$ cat config.mk
export PLATFORM = sky130hd
export DESIGN_NAME = alu_rr_arbiter
export DESIGN_NICKNAME = d
export VERILOG_FILES = /design/src/rtl/alu_rr_arbiter.sv
export SDC_FILE = /design/constraint.sdc
export NUM_CORES = 1
export LEC_CHECK = 0
export BUFFER_PORTS_ARGS = -buffer_cell sky130_fd_sc_hd__buf_4
export CAP_MARGIN = 30
export CORE_AREA = 2 2 69 71
export DETAILED_ROUTE_END_ITERATION = 7
export DIE_AREA = 0 0 71 73
export PLACE_DENSITY = 0.82
export SETUP_SLACK_MARGIN = 0.2
export SLEW_MARGIN = 20
export SYNTH_ARGS = -nofsm -noshare
export SYNTH_HDL_FRONTEND = slang
export SYNTH_SLANG_ARGS = --single-unit
$ cat constraint.sdc
create_clock -name clk -period 1.4 [get_ports clk]
set_input_delay 0.21 -clock clk [delete_from_list [all_inputs] [get_ports clk]]
set_output_delay 0.21 -clock clk [all_outputs]
set_load 0.02 [all_outputs]
$ cat src/rtl/alu_rr_arbiter.sv
// Round-robin arbiter sharing one external 8-bit ALU between two requesters.
// Define ALU_ARB_STATS_EN to add saturating grant/conflict counters.
module alu_rr_arbiter #(
   parameter int unsigned DATA_W   = 8,
   parameter int unsigned RST_PRIO = 0
) (
   input  logic              clk,
   input  logic              rst,
   input  logic              req0_valid,
   output logic              req0_ready,
   input  logic [2:0]        req0_op,
   input  logic [DATA_W-1:0] req0_a,
   input  logic [DATA_W-1:0] req0_b,
   output logic              rsp0_valid,
   output logic [DATA_W-1:0] rsp0_result,
   output logic              rsp0_zero,
   output logic              rsp0_carry,
   input  logic              req1_valid,
   output logic              req1_ready,
   input  logic [2:0]        req1_op,
   input  logic [DATA_W-1:0] req1_a,
   input  logic [DATA_W-1:0] req1_b,
   output logic              rsp1_valid,
   output logic [DATA_W-1:0] rsp1_result,
   output logic              rsp1_zero,
   output logic              rsp1_carry,
   output logic [DATA_W-1:0] alu_a,
   output logic [DATA_W-1:0] alu_b,
   output logic [2:0]        alu_op,
   input  logic [DATA_W-1:0] alu_result,
   input  logic              alu_zero,
   input  logic              alu_carry,
   output logic              busy
`ifdef ALU_ARB_STATS_EN
   ,
   output logic [15:0]       grant0_cnt,
   output logic [15:0]       grant1_cnt,
   output logic [15:0]       conflict_cnt
`endif
);

   typedef enum logic [1:0] {
      IDLE = 2'd0,
      EXEC = 2'd1,
      RESP = 2'd2
   } state_t;

   state_t state;
   state_t state_next;
   logic   ptr;
   logic   gnt;
   logic   win;
   logic   hs;

   // Winner selection and ready generation; ready only ever asserted in IDLE
   always_comb begin
      state_next = state;
      req0_ready = 1'b0;
      req1_ready = 1'b0;
      hs         = 1'b0;
      win        = (req0_valid && req1_valid) ? ptr : req1_valid;
      case (state)
         IDLE: begin
            if (req0_valid || req1_valid) begin
               req0_ready = !win;
               req1_ready = win;
               hs         = 1'b1;
               state_next = EXEC;
            end
         end
         EXEC:    state_next = RESP;
         RESP:    state_next = IDLE;
         default: state_next = IDLE;
      endcase
   end

   always_ff @(posedge clk or posedge rst) begin
      if (rst) begin
         state       <= IDLE;
         ptr         <= 1'(RST_PRIO);
         gnt         <= 1'b0;
         busy        <= 1'b0;
         alu_a       <= '0;
         alu_b       <= '0;
         alu_op      <= '0;
         rsp0_valid  <= 1'b0;
         rsp0_result <= '0;
         rsp0_zero   <= 1'b0;
         rsp0_carry  <= 1'b0;
         rsp1_valid  <= 1'b0;
         rsp1_result <= '0;
         rsp1_zero   <= 1'b0;
         rsp1_carry  <= 1'b0;
      end else begin
         state      <= state_next;
         busy       <= (state_next != IDLE);
         rsp0_valid <= (state == EXEC) && !gnt;
         rsp1_valid <= (state == EXEC) && gnt;
         if (hs) begin
            alu_op <= win ? req1_op : req0_op;
            alu_a  <= win ? req1_a  : req0_a;
            alu_b  <= win ? req1_b  : req0_b;
            gnt    <= win;
            ptr    <= !win;
         end
         // ALU result is settled by the end of EXEC; only the granted side updates
         if (state == EXEC) begin
            if (gnt) begin
               rsp1_result <= alu_result;
               rsp1_zero   <= alu_zero;
               rsp1_carry  <= alu_carry;
            end else begin
               rsp0_result <= alu_result;
               rsp0_zero   <= alu_zero;
               rsp0_carry  <= alu_carry;
            end
         end
      end
   end

`ifdef ALU_ARB_STATS_EN
   localparam int unsigned CNT_W = 16;

   // Saturating handshake and conflict counters
   always_ff @(posedge clk or posedge rst) begin
      if (rst) begin
         grant0_cnt   <= '0;
         grant1_cnt   <= '0;
         conflict_cnt <= '0;
      end else begin
         if (hs && !win && (grant0_cnt != '1))
            grant0_cnt <= grant0_cnt + CNT_W'(1);
         if (hs && win && (grant1_cnt != '1))
            grant1_cnt <= grant1_cnt + CNT_W'(1);
         if ((state == IDLE) && req0_valid && req1_valid && (conflict_cnt != '1))
            conflict_cnt <= conflict_cnt + CNT_W'(1);
      end
   end
`endif

endmodule
==> results of run 1 <==
## cell usage after synthesis
cell      number  share of area
a31oi_1       20          0.063
clkbuf_1       2         0.0038
nor2_1         2         0.0038
and3_1         1         0.0031
nand2_2        1         0.0031
nand2b_4       1         0.0069
or2_1          1         0.0031
inv_2          1         0.0019
nand2b_1       1         0.0031
dfrtp_1       46           0.58
buf_4          3          0.011
nor2b_1        1         0.0031
buf_2          6          0.015
inv_1          4         0.0075
o21ai_1        1         0.0025
mux2_2        20           0.11
o21ai_0       18          0.045
a21oi_1       21          0.053
nand3_1       19          0.048
nand2_1        2         0.0038
a21o_1         1         0.0038
buf_6          4          0.023
## report_power, final
group | internal [W] | total, W | switching (W)
combinational | 0.00221 | 0.00435 | 0.00214
clock | 0.000531 | 0.000966 | 0.000436
sequential | 0.00201 | 0.00243 | 0.000416
## flip-flops by register name, indices dropped and copies added, names as in the netlist, 2 cells and up
name	count
alu_b	8
alu_op	3
state	2
rsp0_result	8
rsp1_result	8
alu_a	8
## stage by stage
stage | setup TNS [ns] | util | cells
6_report | -0.0159 | 0.703 | 348
5_1_grt | -0.117 | 0.703 | 348
4_1_cts | 0 | 0.673 | 341
3_5_place_dp | 0 | 0.619 | 324
3_3_place_gp | 0 | 0.619 | 324
2_1_floorplan | 0 | - | 176
## worst max-delay path by stage
stage,startpoint,to,slack (ns),cells past startpoint
5_1_grt,state[1],req0_ready,-0.07,4
4_1_cts,state[0],rsp1_result[1],0.004,6
3_3_place_gp,state[0],alu_a[1],0.1,5
6_report,ptr,req1_ready,-0.009,3
3_5_place_dp,state[0],alu_b[7],0.05,5
2_1_floorplan,state[0],rsp1_carry,0.22,5
## final cells by class
cell class	instances	share of cell area
Multi-Input combinational cell	110	0.245
Inverter	5	0.00785
Tap cell	54	0.0212
Timing Repair Buffer	125	0.329
Clock inverter	3	0.0141
Clock buffer	5	0.0216
Sequential cell	46	0.361
## metal layers
metal	wire length, um	vias up
met5	0	-
met4	113	0
met3	424	15
met1	2080	895
li1	-	878
met2	2820	99
## repair_timing
action,CTS,global route
endpoints found under the hold margin,46,0
pin swaps,2,10
gates cloned,1,1
setup buffers,7,6
endpoints found under the setup margin,40,42
hold buffers,1,0
gates resized for setup,15,23
## cells by family (layout without fill, tap and decap cells)
| kind of cell | after synthesis | in the layout |
|---|---|---|
| and+or+nand+nor | 29 | 29 |
| DFF | 46 | 46 |
| AOI/OAI and AO/OA | 61 | 61 |
| buffers and inverters | 20 | 138 |
| muxes | 20 | 20 |
## worst max-delay path, cell delays in order (launching register included)
cell      delay, ns
dfrtp_1        0.41
nand2b_4       0.18
and3_4         0.19
buf_6          0.13
==> results.py, run 1 <==
metrics = {
    "run_status": {
        "status": "complete, but fails checks",
        "violations": "setup timing",
    },
    "timing": {
        "slew_viol_final": 0,
        "layout_setup_ws_ns": -0.00942,
        "hold_ws_ns": 0.151,
        "tightest_slew_ns": 0.241,
        "fin_worst_skew_ns": 0.00671,
        "hold_viol": 0,
        "rsz0062_at_grt": "yes",
        "period_minus_slack_ns": 1.41,
        "finalSetupViolCount": 2,
        "slew_headroom": 0.839,
        "fmax_mhz": 710,
        "min_period_over_period": 1.01,
    },
    "routing": {
        "vias_per_cell": 5.42,
        "vias": 1887,
        "drtIter0Drc": 121,
        "wl_per_cell_um": 15.6,
        "drc": 0,
        "drtAntennaViolNets": 0,
        "routed_wl_um": 5450,
        "drt_first_pass_iters": 5,
    },
    "global_routing": {
        "use_met1": 0.255,
        "antenna_found_initial": 0,
        "grt_pass1_vias": 1881,
        "grt_max_degree": 47,
        "grt_pass1_wl_um": 8460,
        "grt_busiest_layer": "met2",
        "grt_use_met2": 0.355,
        "grt.total_usage": 0.207,
        "met3_usage": 0.0483,
        "grt-ovfl-total": 0,
    },
    "placement": {
        "dpl.hpwl_um": 3790,
        "gp_congestion": 0.754,
        "numPortBuffers": 95,
        "place_area_sq_um": 2810,
        "post-place-ws_ns": 0.0467,
    },
    "worst_setup_path": {
        "r2r_end": "rsp1_result[2]",
        "arrival_ns": 1.20,
        "ff2ff_setup_slack_ns": 0.03,
        "r2r_cells": 6,
        "crit_required_ns": 1.19,
        "critPathKind": "register to output pin",
        "end_kind": "output pin",
        "start_kind": "register",
        "reg2reg_from": "state[0]",
        "crit_path_max_fanout": 4,
    },
    "synth": {
        "yosys.area_share.simple": 0.0780,
        "synth_seq_cells": 46,
        "muxShareOfSynthArea": 0.113,
        "syn_area_per_cell_sq_um": 11.3,
        "syn_nets": 228,
        "synth_fa_ha_area_frac": 0,
        "synth_compound_area_frac": 0.167,
        "synth.cell_area_sq_um": 1990,
        "yosysUniqueCellTypes": 22,
        "synth_cells": 176,
        "yosysSeqAreaShare": 0.579,
        "yosysWarnings": 0,
        "synth-xor-area-share": 0,
        "synth_top_family_by_area": "compound AO/OA/AOI/OAI gates",
    },
    "die": {
        "die-area_sq_um": 5180,
        "start_util": 0.438,
        "core-area_sq_um": 4540,
        "num_io_pins": 96,
        "die_y_um": 73,
        "die_w_um": 71,
        "std_cell_rows": 25,
    },
    "clock_tree": {
        "cts_num_sinks": 46,
        "cts_root_buf": "clkbuf_8",
        "cts_buffer_depth": 2,
        "cts-buffers-inserted": 5,
        "cts_tree": "built",
        "htree_levels": 2,
        "clkTransAtPathRegs_ns": 0.09,
        "clk_latency_ns": 0.30,
    },
    "job": {
        "max_cap_violations": 0,
    },
    "finish": {
        "antennaDiodeCount": 0,
        "layout_common_cells": "107 x buf_4, 46 x dfrtp_1, 20 x mux2_2, 20 x a31oi_1",
        "design_area_sq_um": 3190,
        "multiInputGateArea_sq_um": 782,
        "final_common_cell": "buf_4",
        "fillers": 339,
        "seqCellArea_sq_um": 1150,
        "nets": 345,
        "drive_gt1_frac": 0.578,
        "syn2layout_area_growth_pct": 60.4,
    },
    "min_path": {
        "min-delay-start": "alu_result[4]",
        "hp-class": "primary input to register",
        "hold_depth": 2,
        "min_to": "rsp1_result[4]",
    },
    "power": {
        "p_leak_nw": 1.50,
        "irDropWorstVdd_v": 0.00112,
        "power_w": 0.00774,
        "power.density_nw_per_um2": 2430,
    },
}
No activity file was read; power rests on OpenSTA's default activity.
==> inputs of run 2 (changes only) <==
==> constraint.sdc (replaced) <==
create_clock -name clk -period 1.4 [get_ports clk]
set_input_delay 0.21 -clock clk [delete_from_list [all_inputs] [get_ports clk]]
set_output_delay 0.21 -clock clk [all_outputs]
set_load 0.01 [all_outputs]
==> results.py, run 2 (same netlist as run 1, synthesis figures left out) <==
metrics = {
    "finish": {
        "antennaDiodeCount": 0,
        "seqCellArea_sq_um": 1150,
        "layout_common_cells": "105 x buf_4, 46 x dfrtp_1, 20 x mux2_2, 20 x a21oi_1, 19 x nand3_1",
        "nets": 341,
        "final_common_cell": "buf_4",
        "fillers": 360,
        "multiInputGateArea_sq_um": 776,
        "drive_gt1_frac": 0.559,
        "design_area_sq_um": 3140,
        "syn2layout_area_growth_pct": 58.1,
    },
    "worst_setup_path": {
        "crit_start": "state[0]",
        "reg2reg_from": "state[0]",
        "slowest_delay_ns": 0.41,
        "start_kind": "register",
        "crit_path_max_fanout": 5,
        "crit_required_ns": 1.58,
        "critPathKind": "register to register",
        "arrival_ns": 1.56,
        "end_kind": "register",
        "worstPathCellList": "buf_4 > nand2b_4 > inv_2 > nand2_4 > clkbuf_16 > mux2_2",
        "cp_slowest_cell": "dfrtp_1",
    },
    "die": {
        "die_y_um": 73,
        "die-area_sq_um": 5180,
        "num_io_pins": 96,
        "std_cell_rows": 25,
        "core-area_sq_um": 4540,
        "start_util": 0.438,
        "die_w_um": 71,
    },
    "timing": {
        "fin_worst_skew_ns": 0.00319,
        "hold_viol": 0,
        "hold_ws_ns": 0.159,
        "finalSetupTns_ns": 0,
        "rsz0062_at_grt": "yes",
        "finalSetupViolCount": 0,
        "fmax_mhz": 722,
        "tightest_slew_ns": 0.609,
        "slew_viol_final": 0,
        "min_period_over_period": 0.989,
        "slew_headroom": 0.593,
        "period_minus_slack_ns": 1.39,
    },
    "global_routing": {
        "antenna_found_initial": 0,
        "grt_pass1_wl_um": 8380,
        "grt_max_degree": 30,
        "grt_pass1_vias": 1835,
        "grt-ovfl-total": 0,
        "grt.total_usage": 0.209,
    },
    "routing": {
        "wl_per_cell_um": 16.2,
        "drc": 0,
        "routed_wl_um": 5570,
        "drt_first_pass_iters": 4,
        "vias_per_cell": 5.37,
        "drtIter0Drc": 73,
        "drtAntennaViolNets": 0,
        "vias": 1847,
    },
    "clock_tree": {
        "cts_root_buf": "clkbuf_8",
        "cts_tree": "built",
        "clkTransAtPathRegs_ns": 0.08,
        "htree_levels": 2,
        "cts_buffer_depth": 2,
        "cts-buffers-inserted": 5,
        "clk_latency_ns": 0.29,
        "cts_num_sinks": 46,
    },
    "job": {
        "max_cap_violations": 0,
    },
    "power": {
        "p_leak_nw": 1.48,
        "power.density_nw_per_um2": 2260,
        "power_w": 0.00712,
        "irDropWorstVdd_v": 0.000846,
    },
    "run_status": {
        "status": "completed",
    },
    "placement": {
        "dpl.hpwl_um": 3800,
        "gp_congestion": 0.777,
        "place_area_sq_um": 2800,
        "numPortBuffers": 95,
    },
    "min_path": {
        "hp-class": "primary input to register",
        "min-delay-start": "alu_carry",
    },
}
run 2: final timing paths:
check                                      end  slack [ns]  depth (start not counted)
worst max register to register  rsp1_result[7]        0.01                          6
min in group asynchronous           rsp1_valid        0.48                          3
worst max-delay path            rsp1_result[7]        0.01                          6
worst min-delay path                rsp0_carry        0.16                          2
max in group asynchronous                  gnt        0.46                          4
worst min register to register  rsp1_result[1]        0.51                          1
run 2: final cells by class:
| type | count | share of cell area |
|---|---|---|
| clock buffer | 6 | 0.0231 |
| tap | 54 | 0.0215 |
| inverter | 5 | 0.00876 |
| multi-input combinational | 110 | 0.247 |
| clock inverter | 2 | 0.0119 |
| timing repair buffer | 121 | 0.322 |
| sequential | 46 | 0.366 |
run 2: repair_timing:
item | 4_1_cts | 5_1_grt
hold endpoints to repair | 17 | 0
gates resized for setup | 14 | 23
setup buffers | 5 | 3
gates cloned | 2 | 2
setup endpoints to repair | 41 | 42
pin swaps | 2 | 18
hold buffers | 1 | 0
run 2: worst max-delay path, delay by kind of cell, from the launching register on:
family | cells | cell delay, ns
mux | 1 | 0.33
flops | 1 | 0.41
buf+inv | 3 | 0.34
simple gates | 2 | 0.18
run 2: power breakdown:
group          internal (W)  switching [W]  total [W]
logic               0.00210        0.00165    0.00375
clock network      0.000532       0.000431   0.000964
registers           0.00201       0.000393    0.00240
run 2: stage by stage:
| stage | setup WS, ns | util | instances |
|---|---|---|---|
| 6_report | 0.0150 | 0.693 | 344 |
| 5_1_grt | -0.0120 | 0.693 | 344 |
| 4_1_cts | 0.0168 | 0.667 | 339 |
| 3_5_place_dp | 0.102 | 0.617 | 323 |
| 3_3_place_gp | 0.137 | 0.617 | 323 |
| 2_1_floorplan | 0.218 | - | 176 |
run 2: routing by layer:
| metal | global-route usage | up-vias | share of wire |
|---|---|---|---|
| met5 | 0 | - | 0 |
| met4 | 0.0713 | 0 | 0.010 |
| li1 | - | 865 | - |
| met1 | 0.240 | 890 | 0.39 |
| met3 | 0.0594 | 7 | 0.073 |
| met2 | 0.376 | 85 | 0.53 |
